--- src/rtl/mem_access_unit_pkg.sv ---
// -----------------------------------------------------------------------------
// mem_access_unit_pkg
// Shared definitions for the memory-access stage:
//   - FSM state encoding (IDLE / ACCESS / RESP)
//   - writeback source select encodings (reg_in_sel)
//   - load/store func3 size codes
//   - is_misaligned(): decides whether a load/store must skip the bus
// -----------------------------------------------------------------------------
package mem_access_unit_pkg;

  typedef enum logic [1:0] {
    IDLE   = 2'b00,
    ACCESS = 2'b01,
    RESP   = 2'b10
  } state_t;

  // Writeback data source
  localparam logic [1:0] SEL_ALU    = 2'b00;
  localparam logic [1:0] SEL_LOAD   = 2'b01;
  localparam logic [1:0] SEL_IMM    = 2'b10;
  localparam logic [1:0] SEL_PC_IMM = 2'b11;

  // func3 size codes (stores use only B/H/W)
  localparam logic [2:0] F3_B  = 3'b000;
  localparam logic [2:0] F3_H  = 3'b001;
  localparam logic [2:0] F3_W  = 3'b010;
  localparam logic [2:0] F3_BU = 3'b100;
  localparam logic [2:0] F3_HU = 3'b101;

  // An unsupported func3 is folded into the misaligned path so that the
  // access is dropped and flagged rather than issued with a bogus size.
  function automatic logic is_misaligned(input logic       is_store,
                                         input logic [2:0] func3,
                                         input logic [1:0] addr_lo);
    logic bad;
    bad = 1'b1;
    case (func3)
      F3_B:  bad = 1'b0;
      F3_H:  bad = addr_lo[0];
      F3_W:  bad = (addr_lo != 2'b00);
      F3_BU: bad = is_store;
      F3_HU: bad = is_store | addr_lo[0];
      default: bad = 1'b1;
    endcase
    return bad;
  endfunction

endpackage

--- src/rtl/mem_access_unit_load_align.sv ---
// -----------------------------------------------------------------------------
// load_align
// Combinational load-data formatter: picks the byte/half lane addressed by
// addr_lo out of a 32-bit memory word and sign- or zero-extends it.
// Ports:
//   rdata   in  32  raw word read from data memory
//   addr_lo in   2  byte offset of the load address
//   func3   in   3  load size / signedness code
//   result  out 32  extended load value (0 for unsupported func3)
// -----------------------------------------------------------------------------
module load_align
  import mem_access_unit_pkg::*;
(
  input  logic [31:0] rdata,
  input  logic [1:0]  addr_lo,
  input  logic [2:0]  func3,
  output logic [31:0] result
);

  logic [7:0]  byte_lane [4];
  logic [7:0]  byte_sel;
  logic [15:0] half_sel;

  generate
    for (genvar gi = 0; gi < 4; gi++) begin : g_lane
      assign byte_lane[gi] = rdata[8*gi +: 8];
    end
  endgenerate

  assign byte_sel = byte_lane[addr_lo];
  // Half loads are only issued on even offsets, so addr_lo[1] picks the half.
  assign half_sel = addr_lo[1] ? rdata[31:16] : rdata[15:0];

  always_comb begin
    result = 32'h0;
    case (func3)
      F3_B:  result = {{24{byte_sel[7]}}, byte_sel};
      F3_H:  result = {{16{half_sel[15]}}, half_sel};
      F3_W:  result = rdata;
      F3_BU: result = {24'h0, byte_sel};
      F3_HU: result = {16'h0, half_sel};
      default: result = 32'h0;
    endcase
  end

endmodule

--- src/rtl/mem_access_unit.sv ---
// -----------------------------------------------------------------------------
// mem_access_unit
// Memory stage: accepts one op at a time from execute, performs at most one
// data-memory transaction for it, and presents a single-cycle writeback.
// Ports:
//   clk, rst_n                 clock, asynchronous active-low reset
//   in_valid / in_ready        upstream handshake (ready only in IDLE)
//   in_alu_out .. in_reg_wr    op payload latched on the accepting edge
//   dm_req/we/addr/be/wdata    data-memory request, held until dm_ack
//   dm_ack, dm_rdata           data-memory completion and read data
//   wb_valid, wb_rd, wb_reg_wr, wb_data   one-cycle writeback
//   misalign_err               pulses with wb_valid for dropped accesses
// -----------------------------------------------------------------------------
module mem_access_unit
  import mem_access_unit_pkg::*;
(
  input  logic        clk,
  input  logic        rst_n,
  input  logic        in_valid,
  output logic        in_ready,
  input  logic [31:0] in_alu_out,
  input  logic [31:0] in_store_data,
  input  logic [31:0] in_pc_imm,
  input  logic [31:0] in_imm,
  input  logic [4:0]  in_rd,
  input  logic [1:0]  in_reg_in_sel,
  input  logic [3:0]  in_dwe,
  input  logic [2:0]  in_func3,
  input  logic        in_mem_reg,
  input  logic        in_reg_wr,
  output logic        dm_req,
  output logic        dm_we,
  output logic [31:0] dm_addr,
  output logic [3:0]  dm_be,
  output logic [31:0] dm_wdata,
  input  logic        dm_ack,
  input  logic [31:0] dm_rdata,
  output logic        wb_valid,
  output logic [4:0]  wb_rd,
  output logic        wb_reg_wr,
  output logic [31:0] wb_data,
  output logic        misalign_err
);

  state_t state_reg, state_next;

  // EX/MEM payload register
  logic [31:0] alu_out_reg;
  logic [31:0] store_data_reg;
  logic [31:0] pc_imm_reg;
  logic [31:0] imm_reg;
  logic [4:0]  rd_reg;
  logic [1:0]  reg_in_sel_reg;
  logic [2:0]  func3_reg;
  logic        reg_wr_reg;
  logic        is_store_reg;
  logic        is_load_reg;
  logic        misalign_reg;
  logic [31:0] rdata_reg;

  logic        accept;
  logic        in_is_store;
  logic        in_is_load;
  logic        in_misalign;
  logic        in_access;
  logic [1:0]  addr_lo;
  logic [3:0]  be_calc;
  logic [31:0] wdata_calc;
  logic [31:0] load_aligned;
  logic [31:0] load_data;

  // ---------------------------------------------------------------------------
  // Upstream classification (store wins over load)
  // ---------------------------------------------------------------------------
  assign in_ready    = (state_reg == IDLE);
  assign accept      = in_valid && in_ready;
  assign in_is_store = (in_dwe != 4'b0000);
  assign in_is_load  = !in_is_store && in_mem_reg;
  assign in_misalign = (in_is_store || in_is_load) &&
                       is_misaligned(in_is_store, in_func3, in_alu_out[1:0]);

  // ---------------------------------------------------------------------------
  // FSM
  // ---------------------------------------------------------------------------
  always_ff @(posedge clk or negedge rst_n) begin
    if (!rst_n) begin
      state_reg <= IDLE;
    end else begin
      state_reg <= state_next;
    end
  end

  always_comb begin
    state_next = state_reg;
    case (state_reg)
      IDLE: begin
        if (accept) begin
          if ((in_is_store || in_is_load) && !in_misalign) begin
            state_next = ACCESS;
          end else begin
            state_next = RESP;
          end
        end
      end
      ACCESS: begin
        if (dm_ack) begin
          state_next = RESP;
        end
      end
      RESP:    state_next = IDLE;
      default: state_next = IDLE;
    endcase
  end

  // ---------------------------------------------------------------------------
  // Payload latch and read-data capture
  // ---------------------------------------------------------------------------
  always_ff @(posedge clk or negedge rst_n) begin
    if (!rst_n) begin
      alu_out_reg    <= 32'h0;
      store_data_reg <= 32'h0;
      pc_imm_reg     <= 32'h0;
      imm_reg        <= 32'h0;
      rd_reg         <= 5'h0;
      reg_in_sel_reg <= 2'b00;
      func3_reg      <= 3'b000;
      reg_wr_reg     <= 1'b0;
      is_store_reg   <= 1'b0;
      is_load_reg    <= 1'b0;
      misalign_reg   <= 1'b0;
      rdata_reg      <= 32'h0;
    end else begin
      if (accept) begin
        alu_out_reg    <= in_alu_out;
        store_data_reg <= in_store_data;
        pc_imm_reg     <= in_pc_imm;
        imm_reg        <= in_imm;
        rd_reg         <= in_rd;
        reg_in_sel_reg <= in_reg_in_sel;
        func3_reg      <= in_func3;
        reg_wr_reg     <= in_reg_wr;
        is_store_reg   <= in_is_store;
        is_load_reg    <= in_is_load;
        misalign_reg   <= in_misalign;
      end
      // Only an ack seen in ACCESS completes a transfer; stray acks are dropped.
      if ((state_reg == ACCESS) && dm_ack) begin
        rdata_reg <= dm_rdata;
      end
    end
  end

  // ---------------------------------------------------------------------------
  // Data-memory request (decoded from registered state, so it is stable for the
  // whole ACCESS period and drops as soon as reset asserts)
  // ---------------------------------------------------------------------------
  assign in_access = (state_reg == ACCESS);
  assign addr_lo   = alu_out_reg[1:0];

  always_comb begin
    be_calc    = 4'b1111;
    wdata_calc = store_data_reg;
    if (is_store_reg) begin
      case (func3_reg)
        F3_B: begin
          be_calc    = 4'b0001 << addr_lo;
          wdata_calc = {4{store_data_reg[7:0]}};
        end
        F3_H: begin
          be_calc    = 4'b0011 << addr_lo;
          wdata_calc = {2{store_data_reg[15:0]}};
        end
        default: begin
          be_calc    = 4'b1111;
          wdata_calc = store_data_reg;
        end
      endcase
    end
  end

  assign dm_req   = in_access;
  assign dm_we    = in_access && is_store_reg;
  assign dm_addr  = {alu_out_reg[31:2], 2'b00};
  assign dm_be    = in_access ? be_calc : 4'b0000;
  assign dm_wdata = wdata_calc;

  // ---------------------------------------------------------------------------
  // Writeback
  // ---------------------------------------------------------------------------
  load_align u_load_align (
    .rdata   (rdata_reg),
    .addr_lo (addr_lo),
    .func3   (func3_reg),
    .result  (load_aligned)
  );

  // A store that selects load data writes back zero, not the bus read value.
  assign load_data = is_load_reg ? load_aligned : 32'h0;

  always_comb begin
    wb_data = alu_out_reg;
    case (reg_in_sel_reg)
      SEL_ALU:    wb_data = alu_out_reg;
      SEL_LOAD:   wb_data = load_data;
      SEL_IMM:    wb_data = imm_reg;
      SEL_PC_IMM: wb_data = pc_imm_reg;
      default:    wb_data = alu_out_reg;
    endcase
  end

  assign wb_valid     = (state_reg == RESP);
  assign wb_rd        = rd_reg;
  assign wb_reg_wr    = wb_valid && reg_wr_reg && !misalign_reg;
  assign misalign_err = wb_valid && misalign_reg;

endmodule

--- config.mk ---
export PLATFORM = sky130hd
export DESIGN_NAME = mem_access_unit
export DESIGN_NICKNAME = d
export VERILOG_FILES = /design/src/rtl/mem_access_unit_pkg.sv /design/src/rtl/mem_access_unit_load_align.sv /design/src/rtl/mem_access_unit.sv
export SDC_FILE = /design/constraint.sdc
export NUM_CORES = 1
export LEC_CHECK = 0
export ABC_AREA = 1
export BUFFER_PORTS_ARGS = -buffer_cell sky130_fd_sc_hd__buf_4
export CAP_MARGIN = 10
export CORE_MARGIN = 2
export CORE_UTILIZATION = 47
export CTS_CLUSTER_DIAMETER = 80
export CTS_CLUSTER_SIZE = 30
export DETAILED_ROUTE_END_ITERATION = 6
export PLACE_DENSITY = 0.77
export SLEW_MARGIN = 0
export SYNTH_ARGS = -nofsm -noshare
export SYNTH_HDL_FRONTEND = slang
export SYNTH_SLANG_ARGS = --single-unit
--- constraint.sdc ---
create_clock -name clk -period 1.4 [get_ports clk]
set_input_delay 0.07 -clock clk [delete_from_list [all_inputs] [get_ports clk]]
set_output_delay 0.07 -clock clk [all_outputs]
set_load 0.1 [all_outputs]
==> metrics, run 1 <==
number of synthesized flops with an enable pin=0; I/O Pins=291; main area contributors after synthesis=dfrtp_1, nand2_1, o21ai_0; sequential share of the synthesized area=0.4755; DP Wirelength=22.04 mm; CTS sink cnt=176; H-Tree Depth=4; Initial Util=0.4774; Die Wd=144.4 µm; status=stopped before the end; num rows=51; RD Place Congestion=around 0.95; worst ep type=output port; total track usage=0.9539; total congestion overflow=1378; Error=[ERROR GRT-0232] Routing congestion too high. Check the congestion heatmap in the GUI.; TritonCTS Buffers=17; I/O Buffers=about 290; pin count of the biggest net entering global routing=65; cell count after synthesis=1246; yosys warns=0; leading area contributor after synthesis=dfrtp_1; Synth async-reset ratio=1.000; predominant post-synthesis flop cell=dfrtp_1; Halt Stage=global routing; Syn Std Cell Area=9261 µm²; Worst EP post-GRT repair=wb_data[16]; Clock Path Buffers=2; Root Driver=clkbuf_16; Avg Inst Size Synth=~7.4 µm²; Netlist cell types=26; Yosys top cell area share=0.4755; die height=around 140 µm; Synth Register Bits=between 150 and 200
==> synth_stat cells (2+ instances only) <==
| library cell | instances |
|---|---|
| a21oi_1 | 6 |
| dfrtp_1 | 176 |
| o22ai_1 | 8 |
| nand3b_1 | 7 |
| nand3_1 | 95 |
| mux2_2 | 29 |
| nor2_1 | 16 |
| inv_2 | 7 |
| nand2_4 | 2 |
| nand2_1 | 547 |
| buf_2 | 38 |
| inv_1 | 118 |
| nand4_1 | 4 |
| clkbuf_1 | 23 |
| o21ai_0 | 109 |
| buf_4 | 45 |
| nand2_2 | 5 |
| nor2_4 | 3 |
==> logic make-up after synthesis <==
logic type,Yosys count,synth area share
simple gates,682,0.2998
buf+inv,232,0.1182
flops,176,0.4755
compound gates,126,0.07079
mux,29,0.03526
other cells,1,0.0004049
==> repair_timing <==
item,in CTS
resized for setup,251
endpoints found under the setup margin,66
setup buffers,12
endpoints found under the hold margin,328
cloned,2
pin swaps,23
hold buffers,174
==> per-stage QoR <==
stage / worst slack (ps) / hold WS, ps / instance area, µm² / cells
floorplan: -464.2 / -225.6 / 10320 / 1247
global placement: -238.3 / 33.32 / 12750 / 1769
detailed placement: -242.8 / 34.56 / 12750 / 1769
CTS: -643.2 / 48.23 / 16300 / 1989
==> routing by layer <==
metal	global-route usage	overflow
met5	0.2857	1
met4	1.097	286
met3	0.6993	8
met2	1.251	1071
met1	0.8603	12
==> inputs of run 2 (changes only) <==
- CORE_UTILIZATION: 47 -> 37
- CTS_CLUSTER_DIAMETER: 80 -> not set
- CTS_CLUSTER_SIZE: 30 -> not set
- PLACE_DENSITY: 0.77 -> not set
- PLACE_DENSITY_LB_ADDON: not set -> 0.15
- clock period: 1.4 -> 1.8 ns (I/O delays scaled with it)
==> run 2 against run 1 <==
  * The flow now finishes, with violations (negative setup slack)
  * Synthesized cell count is the same
  * Synthesized area is the same
==> metrics, run 2 <==
status=complete, but fails checks; failing checks=negative setup slack; Max Cap Viol=0; Synth async-reset ratio=1.000; Syn Std Cell Area=9261 µm²; Final Hold Vio Count=0; DR vias=9905; Worst path max stage delay=420 ps; TritonCTS Buffers=17; routed length per instance=17.59 µm; reg2reg start=state_reg[1]; CP bufs+invs=4; total congestion overflow=0; initial antenna violation count=0; Fmax=478.9 MHz; crit path DAT=2000 ps; vias per inst=4.896; Lkg Pwr=8.178 nW; maximum vdd ir drop=1.012 mV; Clock power frac=0.160; RSZ-0062 raised after global routing=yes; Clk pin slew, worst setup/hold paths=70 ps; n_diodes=0; worst setup path startpoint=func3_reg[2]; RD Place Congestion=0.8725; DP Wirelength=around 22 mm; CP max stage cell=dfrtp_2; setup ws final=-288.0 ps; predominant post-synthesis flop cell=dfrtp_1; CTS tree=done; CP endpoint kind=primary output; P_sw=0.01243 W; layout cells sized above 1=0.3561; H-Tree Depth=4; Pwr per Cell Area=1534 nW/µm²; FILL cells=approximately 1.9k; # setup viols final=60; worst min path class=primary input to asynchronous set/reset pin; most frequent cell after synthesis=nand2_1; Yosys top cell area share=0.4755; sequential share of power=0.241; die height=162.2 µm; Sw Ratio=0.5011; Routed Antenna Nets=0; I/O Buffers=288; Root Driver=clkbuf_16; I/O Pins=slightly below 300; first-iteration detailed-routing DRC count=720; num rows=57; Die Wd=around 160 µm; Final #Nets=1867; kind of critical path=flip-flop to primary output; Clock Path Buffers=2; Max Slew Vio Count=0; most frequent cells in the layout=nand2_1, buf_4, dlygate4sd3_1, dfrtp_1, inv_1; Netlist cell types=26; pin count of the biggest net entering global routing=95; cell count after synthesis=1246; commonest non-fill, non-tap cell in the layout=nand2_1; multi-input logic area=~4700 µm²; startpoint types=flip-flop; Synth Register Bits=176; Tot Pwr=between 0.02 and 0.025 W; Initial Util=0.3786; CTS sink cnt=176; top cell family by delay on the critical path=buffers and inverters; number of synthesized flops with an enable pin=0; leading area contributor after synthesis=dfrtp_1; Final min period=2088 ps; worst path cell trace=nor2_4 -> inv_2 -> a21oi_4 -> buf_6 -> buf_12 -> nand2_2 -> nand3b_1 -> buf_12; Core Box Area=24460 µm²; Die ar.=between 20000 and 30000 µm²; Worst Path Required=around 1700 ps; Detailed Route WL=35.59 mm; vias in the first global route=around 10k; Final Skew=10.10 ps; Layout Area Growth over Synthesis=74.71%; internal cell power=0.01238 W; Worst-Skew Late Latency=430 ps; sequential share of the synthesized area=0.4755; Comb pwr share=0.598; Avg Inst Size Synth=~7.4 µm²; register area=roughly 4400 µm²; Post-synth top cells=nand2_1, dfrtp_1, inv_1; CP max FO=8; Top cell by count, worst path=buf_12; Pre-antenna DRT Iters=6; total track usage=0.2626; first-pass GRT wire length=53.60 mm; final period utilization=1.160; DRC viols=0; yosys warns=0; Setup TNS Final=-11420 ps; main area contributors after synthesis=dfrtp_1, nand2_1, o21ai_0
==> run 2: what timing repair did <==
action / in CTS / in global routing
endpoints found under the hold margin: 349 / 0
setup buffers: 11 / 12
pin swaps: 19 / 45
endpoints found under the setup margin: 60 / 60
resized for setup: 239 / 119
hold buffers: 174 / 0
gates cloned: 3 / 8
==> run 2: logic make-up after synthesis <==
kind of cell / after synthesis / share of synthesized area
AOI/OAI and AO/OA: 126 / 0.07079
buffers and inverters: 232 / 0.1182
DFF: 176 / 0.4755
muxes: 29 / 0.03526
other: 1 / 0.0004049
and+or+nand+nor: 682 / 0.2998
==> run 2: per-layer routing <==
layer,up-vias,global-route usage,part of all wire
li1,4709,-,-
met1,4754,0.3473,0.43
met2,386,0.4391,0.49
met3,56,0.04673,0.057
met4,0,0.08327,0.026
met5,-,0,0
==> run 2: path summary, 6_finish.rpt <==
| path | slack, ps | depth (start not counted) | end |
|---|---|---|---|
| setup reg to reg | 270 | 6 | alu_out_reg[25] |
| max in group asynchronous | 1000 | 3 | reg_in_sel_reg[0] |
| hold / removal | 80 | 2 | store_data_reg[0] |
| min in group clk | 80 | 5 | is_store_reg |
| hold reg to reg | 480 | 2 | pc_imm_reg[24] |
| setup / recovery | -290 | 8 | wb_data[0] |
==> run 2: layout make-up <==
class                           instances  share of cell area
Timing Repair Buffer                  525              0.3440
Tap cell                              324             0.02505
Clock buffer                           19             0.02799
Sequential cell                       176              0.2725
Clock inverter                         12             0.01067
Multi-Input combinational cell        842              0.2894
Inverter                              125             0.03039
==> run 2: power by group through the flow <==
stage,logic [W],registers [W],clock network [W]
final,0.0148,0.00599,0.00398
after global routing,0.0155,0.00611,0.00422
after floorplan,0.00912,0.00582,0
after CTS,0.0139,0.00591,0.00407
after global placement,0.0117,0.00595,0
after detailed placement,0.0117,0.00596,0
==> run 2: per-stage QoR <==
step           setup slack [ps]  cells  instance area [µm²]    util  hold slack [ps]
2_1_floorplan            -365.4   1247                 9679       -           -205.6
3_3_place_gp              59.34   1784                12040  0.4920           -35.55
3_5_place_dp              24.08   1784                12040  0.4920           -33.73
4_1_cts                  -287.4   2003                15500  0.6335            66.16
5_1_grt                  -342.7   2023                16180  0.6615            82.04
6_report                 -288.0   2023                16180  0.6615            76.76
==> run 2: worst reg2reg max path, delay by kind of cell (launching register included) <==
kind / cells / cell delay, ps
AND/OR/NAND/NOR: 4 / 520
flip-flops: 1 / 430
buffers and inverters: 2 / 520
No activity file was read; power rests on OpenSTA's default activity.
==> inputs of run 3 (changes only) <==
- BUFFER_PORTS_ARGS: -buffer_cell sky130_fd_sc_hd__buf_4 -> -buffer_cell sky130_fd_sc_hd__buf_2
==> run 3 against run 2 <==
  * The flow still finishes with violations (negative setup slack)
  * First-iteration DRC count is 4.7% lower
  * Design area decreased by 4.8%
  * Sequential cell count did not move
  * Critical endpoint is now wb_data[1]
  * Largest power group unchanged
  * Highest routed layer unchanged
==> metrics, run 3 (synthesis gave the netlist of run 2 again) <==
CTS sink cnt=176; Max Slew Vio Count=0; H-Tree Depth=4; first-pass GRT wire length=52.70 mm; Max Cap Viol=0; DRC viols=0; startpoint types=flip-flop; Pre-antenna DRT Iters=7; Fmax=480.6 MHz; Core Box Area=~24000 µm²; layout cells sized above 1=0.3444; Pwr per Cell Area=around 1600 nW/µm²; Die ar.=26310 µm²; Worst Path Required=1710 ps; status=complete, but fails checks; CP max FO=8; CP max stage cell=dfrtp_2; Initial Util=0.3786; worst path cell trace=nor2_4 -> inv_2 -> a21oi_4 -> buf_12 -> nand2_2 -> nand3b_1 -> buf_12; placed cell area=about 12000 µm²; Highest Signal Layer=met4; CTS tree=done; Worst-Skew Late Latency=430 ps; DR vias=between 9k and 10k; num rows=57; Final #Nets=1859; Clk pin slew, worst setup/hold paths=70 ps; Final min period=2081 ps; max_slew headroom=0.6286; RSZ-0062 raised after global routing=yes; total track usage=0.2580; most frequent cells in the layout=nand2_1, buf_2, dlygate4sd3_1, dfrtp_1, inv_1; Routed met3 length=1.793 mm; Detailed Route WL=34.28 mm; Layout Area Growth over Synthesis=66.27%; # setup viols final=60; die height=~160 µm; total congestion overflow=0; Final Hold Vio Count=0; I/O Pins=291; Die Wd=between 150 and 200 µm; initial antenna violation count=1; vias per inst=4.811; Layout Cells excl Fill=2015; TritonCTS Buffers=17; Met2 Wirelength=16.32 mm; failing checks=negative setup slack; final period utilization=1.156; kind of critical path=flip-flop to primary output; RD Place Congestion=0.8808; Lkg Pwr=about 8 nW; Worst path max stage delay=approximately 420 ps; DP Wirelength=22.80 mm; I/O Buffers=288; setup ws final=-280.6 ps; Final Skew=between 9 and 10 ps; FILL cells=2069; R2R setup slack=about 280 ps; final std cell area, no fill=15400 µm²; Root Driver=clkbuf_16; maximum vdd ir drop=about 1.2 mV; crit path DAT=1990 ps; worst min path class=primary input to asynchronous set/reset pin; Met1 Wirelength=15.54 mm; Top cell by count, worst path=buf_12; Inst Count DP=1779; first-iteration detailed-routing DRC count=686; commonest non-fill, non-tap cell in the layout=nand2_1; CP endpoint kind=primary output; vias in the first global route=9480; Routed Antenna Nets=0; worst slew pin tran=557.1 ps; pin count of the biggest net entering global routing=58; routed length per instance=17.01 µm; Clock Path Buffers=2
==> run 3: changes by cell type in the layout (fill, tap and decap cells not counted), sizes merged <==
cell / previous run / this run
buf: 346 / 340
bufinv: 3 / 2
clkbuf: 23 / 21
clkinv: 4 / 2
clkinvlp: 1 / 3
diode: 0 / 1
inv: 129 / 131
nand2: 556 / 555
or2: 2 / 1
==> run 3: per-layer routing <==
layer / track usage / vias up
met5: 0 / -
met4: 0.06436 / 0
met3: 0.04520 / 42
met2: 0.4180 / 309
met1: 0.3601 / 4642
li1: - / 4701
==> run 3: final timing paths <==
path,depth (start not counted),from,end
max,7,func3_reg[2],wb_data[1]
min,2,rst_n,store_data_reg[0]
max reg2reg,6,state_reg[1],store_data_reg[12]
min reg2reg,2,wb_rd[0],wb_rd[0]
max in group asynchronous,3,rst_n,func3_reg[0]
min in group clk,5,in_dwe[0],is_store_reg
==> run 3: what timing repair did <==
item                                    in CTS  in global routing
endpoints found under the hold margin      349                  0
pin swaps                                   15                 19
gates cloned                                 6                  4
gates resized for setup                     67                 89
buffers inserted                            11                 11
hold buffers                               174                  0
endpoints found under the setup margin      61                 60
==> run 3: metrics by stage <==
stage | worst slack [ps] | setup TNS (ps) | hold WS [ps] | power [W] | utilization
floorplan | -365.4 | -37930 | -205.6 | 0.01494 | -
global placement | 95.55 | 0 | -31.19 | 0.01886 | 0.4980
detailed placement | 92.32 | 0 | -34.42 | 0.01894 | 0.4980
CTS | -318.8 | -13640 | 78.02 | 0.02356 | 0.6099
global route | -358.8 | -17820 | 77.08 | 0.02519 | 0.6295
finish | -280.6 | -13460 | 79.61 | 0.02415 | 0.6295
==> run 3: worst max-delay path: cells and delay by family, from the launching register on <==
family / cells / cell delay [ps]
DFF: 1 / 420
and+or+nand+nor: 3 / 410
AOI/OAI and AO/OA: 1 / 260
buffers and inverters: 3 / 480
==> run 3: cell type report <==
| class | count | area (µm²) | share of cell area |
|---|---|---|---|
| sequential | 176 | 4410 | 0.2864 |
| timing repair inverter | 1 | 8.758 | 0.0005688 |
| tap | 324 | 405.4 | 0.02633 |
| antenna | 1 | 2.502 | 0.0001625 |
| multi-input combinational | 840 | 4601 | 0.2988 |
| timing repair buffer | 518 | 4883 | 0.3171 |
| inverter | 125 | 499.2 | 0.03242 |
| clock inverter | 12 | 148.9 | 0.009669 |
| clock buffer | 18 | 439.2 | 0.02852 |
==> run 3: power by group <==
part | switching [W] | leakage (nW) | internal [W]
Sequential | 0.000856 | 2.15 | 0.00506
Combinational | 0.00971 | 5.43 | 0.00471
Clock | 0.00170 | 0.279 | 0.00211
Total | 0.0123 | 7.86 | 0.0119
